--- src/rtl/lsu_pkg.sv ---
`default_nettype none
// +----------------------------------------------------------------------------+
// | Package   : lsu_pkg                                                        |
// | Purpose   : Shared types, width codes and store formatting for the LSU.    |
// | Contents  : RV32I funct3 width codes, FSM state type, fault code type,     |
// |             store_format() -> {lane-replicated data, byte mask}.           |
// | Revision  : 1.0  initial release                                           |
// +----------------------------------------------------------------------------+
package lsu_pkg;

   localparam logic [2:0] c_f3_b  = 3'b000;
   localparam logic [2:0] c_f3_h  = 3'b001;
   localparam logic [2:0] c_f3_w  = 3'b010;
   localparam logic [2:0] c_f3_bu = 3'b100;
   localparam logic [2:0] c_f3_hu = 3'b101;

   typedef enum logic [1:0] {
      S_IDLE   = 2'd0,
      S_ACCESS = 2'd1,
      S_RESP   = 2'd2
   } lsu_state_t;

   typedef enum logic [1:0] {
      FAULT_NONE     = 2'b00,
      FAULT_MISALIGN = 2'b01,
      FAULT_RANGE    = 2'b10,
      FAULT_ILLEGAL  = 2'b11
   } fault_t;

   // Returns {data[31:0], mask[3:0]}. Data is replicated into every lane so
   // the memory only needs the mask to pick the right bytes.
   function automatic logic [35:0] store_format(input logic [2:0]  funct3,
                                                input logic [1:0]  off,
                                                input logic [31:0] data);
      logic [35:0] r;
      r = '0;
      case (funct3)
         c_f3_b:  r = {{4{data[7:0]}}, 4'b0001 << off};
         c_f3_h:  r = {{2{data[15:0]}}, (off[1] ? 4'b1100 : 4'b0011)};
         c_f3_w:  r = {data, 4'b1111};
         default: r = '0;
      endcase
      return r;
   endfunction

endpackage
`default_nettype wire

--- src/rtl/lsu_mem_port_load_align.sv ---
`default_nettype none
// +----------------------------------------------------------------------------+
// | Module    : lsu_mem_port_load_align                                        |
// | Purpose   : Combinational load-data extraction and sign/zero extension.    |
// | Ports     : rdata     in  32  raw memory word                              |
// |             funct3    in   3  load width code                              |
// |             off       in   2  byte offset addr[1:0]                        |
// |             load_data out 32  formatted result                             |
// | Revision  : 1.0  initial release                                           |
// +----------------------------------------------------------------------------+
module lsu_mem_port_load_align
   import lsu_pkg::*;
(
   input  logic [31:0] rdata,
   input  logic [2:0]  funct3,
   input  logic [1:0]  off,
   output logic [31:0] load_data
);

   logic [7:0]  w_byte;
   logic [15:0] w_half;

   always_comb begin
      w_byte = rdata[7:0];
      case (off)
         2'd0:    w_byte = rdata[7:0];
         2'd1:    w_byte = rdata[15:8];
         2'd2:    w_byte = rdata[23:16];
         default: w_byte = rdata[31:24];
      endcase
      w_half = off[1] ? rdata[31:16] : rdata[15:0];
   end

   always_comb begin
      load_data = rdata;
      case (funct3)
         c_f3_b:  load_data = {{24{w_byte[7]}}, w_byte};
         c_f3_bu: load_data = {24'd0, w_byte};
         c_f3_h:  load_data = {{16{w_half[15]}}, w_half};
         c_f3_hu: load_data = {16'd0, w_half};
         default: load_data = rdata;
      endcase
   end

endmodule
`default_nettype wire

--- src/rtl/lsu_mem_port.sv ---
`default_nettype none
// +----------------------------------------------------------------------------+
// | Module    : lsu_mem_port                                                   |
// | Purpose   : Load/store unit between EX/MEM and a synchronous data memory.  |
// |             One transaction at a time: IDLE -> ACCESS -> RESP, or          |
// |             IDLE -> RESP directly for faulting requests.                   |
// | Ports     : clk, rst_n (sync, active low)                                  |
// |             req_*        request handshake, is_load/is_store/funct3/addr   |
// |             resp_*       response handshake, load_data_o, fault_o          |
// |             mem_*        address, strobes, write data/mask, read data      |
// | Revision  : 1.0  initial release                                           |
// +----------------------------------------------------------------------------+
module lsu_mem_port
   import lsu_pkg::*;
#(
   parameter int MSIZE = 255
)(
   input  logic        clk,
   input  logic        rst_n,
   input  logic        req_valid_i,
   output logic        req_ready_o,
   input  logic        is_load_i,
   input  logic        is_store_i,
   input  logic [2:0]  funct3_i,
   input  logic [31:0] addr_i,
   input  logic [31:0] store_data_i,
   output logic        resp_valid_o,
   input  logic        resp_ready_i,
   output logic [31:0] load_data_o,
   output logic [1:0]  fault_o,
   output logic [31:0] mem_addr_o,
   output logic        mem_we_o,
   output logic        mem_re_o,
   output logic [31:0] mem_W_data_o,
   output logic [3:0]  mem_W_mask_o,
   input  logic [31:0] mem_R_data_i
);

   localparam logic [29:0] c_msize = 30'(MSIZE);

   lsu_state_t  r_state;
   lsu_state_t  w_next;
   logic        r_is_load;
   logic        r_is_store;
   logic [2:0]  r_funct3;
   logic [31:0] r_addr;
   logic [31:0] r_store_data;
   fault_t      r_fault;

   fault_t      w_req_fault;
   logic        w_illegal;
   logic        w_misalign;
   logic        w_range;
   logic [35:0] w_fmt;
   logic [31:0] w_load_aligned;

   // Classification works on the live request inputs so the fault can be
   // latched together with the request on the accepting edge.
   always_comb begin
      w_illegal  = (is_load_i == is_store_i)
                 || (is_load_i  && ((funct3_i == 3'b011) || (funct3_i[2:1] == 2'b11)))
                 || (is_store_i && (funct3_i > 3'b010));
      w_misalign = ((funct3_i[1:0] == 2'b01) && addr_i[0])
                 || ((funct3_i[1:0] == 2'b10) && (addr_i[1:0] != 2'b00));
      w_range    = (addr_i[31:2] > c_msize);
      w_req_fault = FAULT_NONE;
      if (w_illegal)
         w_req_fault = FAULT_ILLEGAL;
      else if (w_misalign)
         w_req_fault = FAULT_MISALIGN;
      else if (w_range)
         w_req_fault = FAULT_RANGE;
   end

   always_comb begin
      w_next = r_state;
      case (r_state)
         S_IDLE: begin
            if (req_valid_i)
               w_next = (w_req_fault != FAULT_NONE) ? S_RESP : S_ACCESS;
         end
         S_ACCESS: w_next = S_RESP;
         S_RESP: begin
            if (resp_ready_i)
               w_next = S_IDLE;
         end
         default: w_next = S_IDLE;
      endcase
   end

   always_ff @(posedge clk) begin
      if (!rst_n) begin
         r_state      <= S_IDLE;
         r_is_load    <= 1'b0;
         r_is_store   <= 1'b0;
         r_funct3     <= 3'b000;
         r_addr       <= 32'd0;
         r_store_data <= 32'd0;
         r_fault      <= FAULT_NONE;
      end else begin
         r_state <= w_next;
         if ((r_state == S_IDLE) && req_valid_i) begin
            r_is_load    <= is_load_i;
            r_is_store   <= is_store_i;
            r_funct3     <= funct3_i;
            r_addr       <= addr_i;
            r_store_data <= store_data_i;
            r_fault      <= w_req_fault;
         end
      end
   end

   assign w_fmt = store_format(r_funct3, r_addr[1:0], r_store_data);

   lsu_mem_port_load_align u_load_align (
      .rdata     (mem_R_data_i),
      .funct3    (r_funct3),
      .off       (r_addr[1:0]),
      .load_data (w_load_aligned)
   );

   // Strobes are qualified by rst_n so a reset landing on the ACCESS edge
   // cannot commit a store or disturb the memory read register.
   assign req_ready_o  = (r_state == S_IDLE);
   assign mem_addr_o   = r_addr;
   assign mem_re_o     = (r_state == S_ACCESS) && r_is_load  && rst_n;
   assign mem_we_o     = (r_state == S_ACCESS) && r_is_store && rst_n;
   assign mem_W_data_o = (r_state != S_IDLE) ? w_fmt[35:4] : 32'd0;
   assign mem_W_mask_o = ((r_state == S_ACCESS) && r_is_store) ? w_fmt[3:0] : 4'b0000;
   assign resp_valid_o = (r_state == S_RESP);
   assign fault_o      = (r_state == S_RESP) ? r_fault : FAULT_NONE;
   assign load_data_o  = ((r_state == S_RESP) && r_is_load && (r_fault == FAULT_NONE))
                         ? w_load_aligned : 32'd0;

endmodule
`default_nettype wire
--- config.mk ---
export PLATFORM = sky130hd
export DESIGN_NAME = lsu_mem_port
export DESIGN_NICKNAME = d
export VERILOG_FILES = /design/src/rtl/lsu_pkg.sv /design/src/rtl/lsu_mem_port_load_align.sv /design/src/rtl/lsu_mem_port.sv
export SDC_FILE = /design/constraint.sdc
export NUM_CORES = 1
export LEC_CHECK = 0
export CAP_MARGIN = 20
export CORE_MARGIN = 2
export CORE_UTILIZATION = 58
export CTS_CLUSTER_DIAMETER = 120
export CTS_CLUSTER_SIZE = 25
export DETAILED_ROUTE_END_ITERATION = 8
export DONT_BUFFER_PORTS = 1
export HOLD_SLACK_MARGIN = 0.1
export PLACE_DENSITY = 0.76
export SETUP_SLACK_MARGIN = 0.3
export SLEW_MARGIN = 10
export SYNTH_ARGS = -nofsm -noshare
export SYNTH_HDL_FRONTEND = slang
export SYNTH_SLANG_ARGS = --single-unit
export TNS_END_PERCENT = 1
--- constraint.sdc ---
create_clock -name clk -period 1.6 [get_ports clk]
set_clock_uncertainty 0.1 [all_clocks]
set_input_delay 0.16 -clock clk [delete_from_list [all_inputs] [get_ports clk]]
set_output_delay 0.16 -clock clk [all_outputs]
set_load 0.05 [all_outputs]
==> flow_summary.ini, run 1 <==
[clocking]
post_cts_buffers = 4
clockBufferDepth = 2
htreeDepth = 3
ctsHoldBuffers = 53
post_cts_resized = 71
cts-buffers-inserted = 9
clockRootBuffer = clkbuf_8
cts_sinks = 73

[die]
initial_core_util_pct = 59.1
ios = 211
die_width_um = 89.5
std_cell_rows = 31
die_h_um = 89.5

[placement]
port_buffers = 0
dp_cells = 775
hpwl_um = 10400
gp_congestion = 0.841
placed_cell_area_um2 = 6000
place_ws_ps = -348

[synth]
synthesis.area_um2 = 4240
syn_inst = 576
yosys.cell_types.count = 43
yosys_warnings = 0
syn_area_per_cell_um2 = 7.36
syn_nets = 681
synth_async_sr_flop_share_pct = 0
synth_edf_count = 0
ys_ff_latch = 73
seq_area_frac_synth_pct = 34.5
synth-main-ff-cell = dfxtp_1

[outcome]
status = aborted with a tool error
failed_stage = 4_1_cts
toolErrorMsg = [ERROR DPL-0033] detailed placement checks failed during check placement.
cell families after synthesis:
group / after synthesis / share of synthesized area, %
compound gates: 188 / 30.6
xor+xnor: 1 / 0.207
buf+inv: 70 / 7.29
flops: 73 / 34.5
mux: 7 / 3.45
simple gates: 237 / 24.0
synthesized netlist by cell type, types with 2 or more instances:
master / count / area share [%]
clkbuf_2: 2 / 0.24
nor4_1: 5 / 0.74
nor3_1: 7 / 0.83
and3_1: 2 / 0.30
o21ai_0: 8 / 0.94
clkbuf_1: 26 / 2.3
nand4_1: 2 / 0.30
a2111oi_0: 10 / 2.1
buf_6: 2 / 0.53
dfxtp_1: 73 / 34
a2bb2oi_1: 16 / 3.3
and2_1: 11 / 1.6
a22o_1: 5 / 1.0
a22oi_1: 5 / 0.89
nand2_1: 147 / 13
a21boi_0: 70 / 12
inv_1: 24 / 2.1
buf_1: 2 / 0.18
nor2b_1: 11 / 1.6
a211oi_1: 3 / 0.53
buf_2: 12 / 1.4
a21oi_1: 55 / 6.5
a221oi_1: 3 / 0.62
mux4_2: 6 / 3.2
o22ai_1: 8 / 1.2
nor2_1: 44 / 3.9
per-stage QoR:
stage	utilization (%)	hold slack, ps
floorplan	-	194
global placement	83.6	204
detailed placement	83.6	212
==> run 2, diff against run 1 <==
- CORE_UTILIZATION: 58 -> 40
- CTS_CLUSTER_DIAMETER: 120 -> default
- CTS_CLUSTER_SIZE: 25 -> default
- HOLD_SLACK_MARGIN: 0.1 -> default
- PLACE_DENSITY: 0.76 -> default
- PLACE_DENSITY_LB_ADDON: default -> 0.15
- SETUP_SLACK_MARGIN: 0.3 -> default
- clock period: 1.6 -> 2.1 ns (I/O delays scaled with it)
==> run 2 against run 1 <==
  * The flow now finishes, with violations (negative setup slack)
  * Synthesized cell count unchanged
  * Synthesized area unchanged
==> flow_summary.ini, run 2 <==
[outcome]
status = finished, violations left
violations = negative setup slack

[synth]
synth-main-ff-cell = dfxtp_1
synth_compound_area_share_pct = 30.6
synth_top_family_by_area = compound AO/OA/AOI/OAI gates
yosys-top-cells-area = dfxtp_1 34%, nand2_1 13%, a21boi_0 12%
yosys_warnings = 0
synthesis.area_um2 = 4240
syn_nets = 681
synthMuxAreaShare_pct = 3.45
syn_area_per_cell_um2 = 7.36
synth_area_leader_cell = dfxtp_1
synth_commonest_cells = 147 x nand2_1, 73 x dfxtp_1, 70 x a21boi_0, 55 x a21oi_1, 44 x nor2_1
netlist.area_leader.share_pct = 34.5
synth_fa_ha_area_share_pct = 0
synth_simple_gate_area_share_pct = 24.0
syn_inst = 576
synth_edf_count = 0
yosys.cell_types.count = 43
ys_ff_latch = 73
yosysMostFrequentCell = nand2_1
seq_area_frac_synth_pct = 34.5
synth_async_sr_flop_share_pct = 0
synth_xor_area_share_pct = 0.207

[critical_path]
r2r-start = r_state[1]
cp_slowest_cell = mux4_2
critical_path_required_ps = 1790
crit_chain = mux4_2 > and3_4 > o21bai_4 > buf_6 > a21oi_2 > buf_6
crit_path_start = mem_addr_o[1]
crit_path_max_incr_delay_ps = 530
crit_path_max_fanout = 5
reg2reg_slack_ps = 200
reg2reg_depth = 6
worstSetupStartpointType = flop
crit_path_frequent_cell = buf_6
worstPathArrival_ps = 1990
crit_type = flop to output port
critPathCaptureType = output port

[sta]
timing.hold.ws_ps = 59.1
rsz0062_at_grt = yes
max_freq_mhz = 435
setup_viol = 31
finalHoldViolations = 0
min_period_ps = 2300
slew_headroom_pct = 64.4
worst_pin_slew_ps = 533
fin_ws_ps = -197
drv_slew = 0
min_period_over_period_pct = 109

[placement]
gp_congestion = 0.869
placed_cell_area_um2 = 5310
hpwl_um = 9860
dp_cells = 743
place_ws_ps = 57.4
port_buffers = 0

[power]
switching_share_pct = 33.7
internal-power_mw = 2.39
p_switching_mw = 1.21
clock_power_share_pct = 29.5
power_frac_comb_pct = 24.7
p_leak_nw = 2.46
seqPwrFrac_pct = 45.8
powerDensity_nw_per_um2 = 556
ir_worst_vdd_v = 0.000392

[worst_hold_path]
hold_depth = 3
hp-start = is_store_i
hold_class = input pin to flop

[global_routing]
grt_max_degree = 72
use_met3_pct = 6.81
grt_pass1_vias = 4544
met1_usage_pct = 31.1
busiest_layer = met2
met2_usage_pct = 40.4
grt_first_pass_wirelength_um = 22700
globalRouteOverflowTotal = 0
grt_antenna_before_repair = 0
gr-usage-all-layers_pct = 24.5

[clocking]
cts_tree = done
htreeDepth = 3
cts_sinks = 73
clkLatencyLatePin_ps = 340
clk_pin_slew_ps = 80
cts-buffers-inserted = 9
clockBufferDepth = 2
clockRootBuffer = clkbuf_8

[final_layout]
drive_gt1_share_pct = 24.2
post-route-util_pct = 62.8
syn_to_final_growth_pct = 53.0
layout_commonest_cell = nand2_1
design_area_um2 = 6490
fillCellCount = 889
antenna_cells = 0
nets = 799
layout_common_cells = 146 x nand2_1, 71 x dlygate4sd3_1, 70 x a21boi_0
fin_cells = 835

[route]
drt-initial-drc-count = 241
drt_pass1_iterations = 4
vias = 4567
drc = 0
postRouteAntennaNets = 0
wl_per_cell_um = 17.2
routed_wl_um = 14300
via_per_inst = 5.47

[die]
die_area_um2 = 11400
std_cell_rows = 37
ios = 211
die_width_um = 107
die_h_um = 107
initial_core_util_pct = 41.1
core_um2 = 10300

[flow_run]
drv_cap = 0
run 2: power groups by stage:
| stage | Clock [mW] | Sequential [mW] | Combinational, mW |
|---|---|---|---|
| detailed placement | 0 | 1.68 | 0.714 |
| global route | 1.15 | 1.66 | 0.961 |
| finish | 1.06 | 1.65 | 0.889 |
| global placement | 0 | 1.68 | 0.700 |
| CTS | 1.09 | 1.65 | 0.864 |
| floorplan | 0 | 1.67 | 0.569 |
run 2: critical path, delay by kind of cell (launching register included):
kind                   cells  cell delay, ps
multiplexers               1             530
flip-flops                 1             370
buffers and inverters      2             330
AND/OR/NAND/NOR            1             220
AO/OA/AOI/OAI              2             200
run 2: path summary, 6_finish.rpt:
kind / endpoint
hold reg to reg: r_store_data[29]
setup reg to reg: mem_addr_o[7]
setup / recovery: load_data_o[16]
hold / removal: r_fault[1]
run 2: final cells by class:
type / instances / area, um^2 / share of cell area [%]
Clock inverter: 5 / 56.3 / 0.868
Timing Repair Buffer: 153 / 1630 / 25.1
Inverter: 24 / 90.1 / 1.39
Tap cell: 136 / 170 / 2.62
Multi-Input combinational cell: 433 / 2930 / 45.2
Clock buffer: 11 / 131 / 2.03
Sequential cell: 73 / 1480 / 22.7
run 2: kinds of logic after synthesis:
logic type      after synthesis
xor+xnor                      1
flops                        73
compound gates              188
mux                           7
buf+inv                      70
simple gates                237
run 2: what timing repair did:
item | in CTS | in global routing
hold buffers | 72 | 0
pin swaps | 2 | 3
setup buffers | 3 | 1
hold endpoints to repair | 73 | 0
gates resized for setup | 27 | 25
setup endpoints to repair | 56 | 60
run 2: stage by stage:
| stage | power, mW | TNS (ps) |
|---|---|---|
| 3_3_place_gp | 2.38 | 0 |
| 2_1_floorplan | 2.24 | -896 |
| 6_report | 3.60 | -4080 |
| 4_1_cts | 3.60 | -4520 |
| 5_1_grt | 3.77 | -6400 |
| 3_5_place_dp | 2.39 | 0 |
run 2: routing by layer:
metal  share of wire, %  vias to the layer above
li1                   -                     2219
met3                7.2                       22
met4                1.7                        0
met5                  0                        -
met1                 43                     2168
met2                 48                      158
No activity file was read; power rests on OpenSTA's default activity.
==> run 3, diff against run 2 <==
- RECOVER_POWER: default -> 50
==> run 3 against run 2 <==
  * The run still ends with negative setup slack left
  * Via count is 0.18% lower
  * Global-route usage stayed put
  * Largest power group unchanged
  * Setup slack hardly changed
  * Critical path type unchanged
  * Die area stayed put
==> flow_summary.ini, run 3 (same netlist as run 2, synthesis figures left out) <==
[outcome]
status = finished, violations left
violations = negative setup slack

[sta]
max_freq_mhz = 435
rsz0062_at_grt = yes
timing.hold.ws_ps = 59.3
setup_tns_ps = -4140
finalHoldViolations = 0
min_period_ps = 2300
worst_pin_slew_ps = 611
min_period_over_period_pct = 109
drv_slew = 0
slew_headroom_pct = 59.4
setup_viol = 34
fin_ws_ps = -197

[global_routing]
gr-usage-all-layers_pct = 24.5
grt_antenna_before_repair = 0
grt_first_pass_wirelength_um = 22700
grt_max_degree = 72
globalRouteOverflowTotal = 0
grt_pass1_vias = 4544

[critical_path]
worstPathArrival_ps = 1990
crit_type = flop to output port
critical_path_required_ps = 1790
critPathCaptureType = output port
reg2reg_depth = 6
r2r-start = r_state[1]
reg2reg_slack_ps = -50
worstSetupStartpointType = flop
crit_path_start = mem_addr_o[1]
r2r-end = r_store_data[2]
critPathCapture = load_data_o[16]
crit_path_max_fanout = 5

[clocking]
cts_tree = done
cts_sinks = 73
clockBufferDepth = 2
htreeDepth = 3
clockRootBuffer = clkbuf_8
clkLatencyLatePin_ps = 340
clk_pin_slew_ps = 80
cts-buffers-inserted = 9

[power]
internal-power_mw = 2.39
ir_worst_vdd_v = 0.000392
seqPwrFrac_pct = 45.8
clock_power_share_pct = 29.6
switching_share_pct = 33.7
power_frac_comb_pct = 24.6
powerDensity_nw_per_um2 = 556
p_switching_mw = 1.21
p_leak_nw = 2.45

[final_layout]
post-route-util_pct = 62.7
layout_commonest_cell = nand2_1
drive_gt1_share_pct = 23.7
syn_to_final_growth_pct = 52.7
layout_common_cells = 146 x nand2_1, 71 x dlygate4sd3_1, 70 x a21boi_0
nets = 799
antenna_cells = 0
fin_cells = 835

[placement]
port_buffers = 0
place_ws_ps = 57.4
hpwl_um = 9860
gp_congestion = 0.869
dp_cells = 743

[die]
std_cell_rows = 37
die_width_um = 107
initial_core_util_pct = 41.1
die_h_um = 107
core_um2 = 10300
die_area_um2 = 11400
ios = 211

[worst_hold_path]
hold_class = input pin to flop
hp-start = is_store_i

[route]
wl_per_cell_um = 17.2
via_per_inst = 5.46
drc = 0
postRouteAntennaNets = 0
drt_pass1_iterations = 5
routed_wl_um = 14400
vias = 4559
drt-initial-drc-count = 245

[flow_run]
drv_cap = 0
==> run 3: worst max-delay path, stage by stage, from the launching register on <==
cell      delay (ps)
dfxtp_4          370
mux4_2           530
and3_4           220
o21bai_4         160
buf_6            160
a21oi_2           40
buf_6            170
==> run 3: per-layer routing <==
layer	routed length, um	up-vias	GRT usage, %	share of wire, %
met5	0	-	0	0
met4	223	0	7.88	1.6
met3	1120	20	6.81	7.8
met2	6990	172	40.4	49
met1	6050	2151	31.1	42
li1	-	2216	-	-
==> run 3: timing repair <==
| item | in CTS | in global routing |
|---|---|---|
| resized for setup | 27 | 25 |
| pin swaps | 2 | 3 |
| endpoints found under the hold margin | 73 | 0 |
| hold buffers | 72 | 0 |
| buffers inserted | 3 | 1 |
| endpoints found under the setup margin | 56 | 60 |
==> run 3: how the worst min path moves through the flow <==
stage,depth (start not counted),end
2_1_floorplan,2,mem_addr_o[1]
3_3_place_gp,2,mem_addr_o[15]
3_5_place_dp,2,mem_addr_o[8]
4_1_cts,3,r_fault[1]
5_1_grt,3,r_fault[1]
6_report,3,r_fault[1]
==> run 3: area by class of cell <==
type | instances | area [um^2]
Fill cell | 892 | 3850
Sequential cell | 73 | 1470
Clock buffer | 11 | 131
Multi-Input combinational cell | 433 | 2930
Clock inverter | 5 | 56.3
Tap cell | 136 | 170
Timing Repair Buffer | 153 | 1620
Inverter | 24 | 90.1
==> run 3: power groups by stage <==
| stage | sequential [mW] | combinational (mW) | clock [mW] |
|---|---|---|---|
| 2_1_floorplan | 1.67 | 0.569 | 0 |
| 3_3_place_gp | 1.68 | 0.700 | 0 |
| 3_5_place_dp | 1.68 | 0.714 | 0 |
| 4_1_cts | 1.65 | 0.864 | 1.09 |
| 5_1_grt | 1.66 | 0.956 | 1.15 |
| 6_report | 1.65 | 0.884 | 1.07 |
==> run 3: through the flow <==
step / total power, mW / cell area, um^2
after floorplan: 2.24 / 4630
after global routing: 3.77 / 6470
after detailed placement: 2.39 / 5310
final: 3.60 / 6470
after global placement: 2.38 / 5310
after CTS: 3.60 / 6380
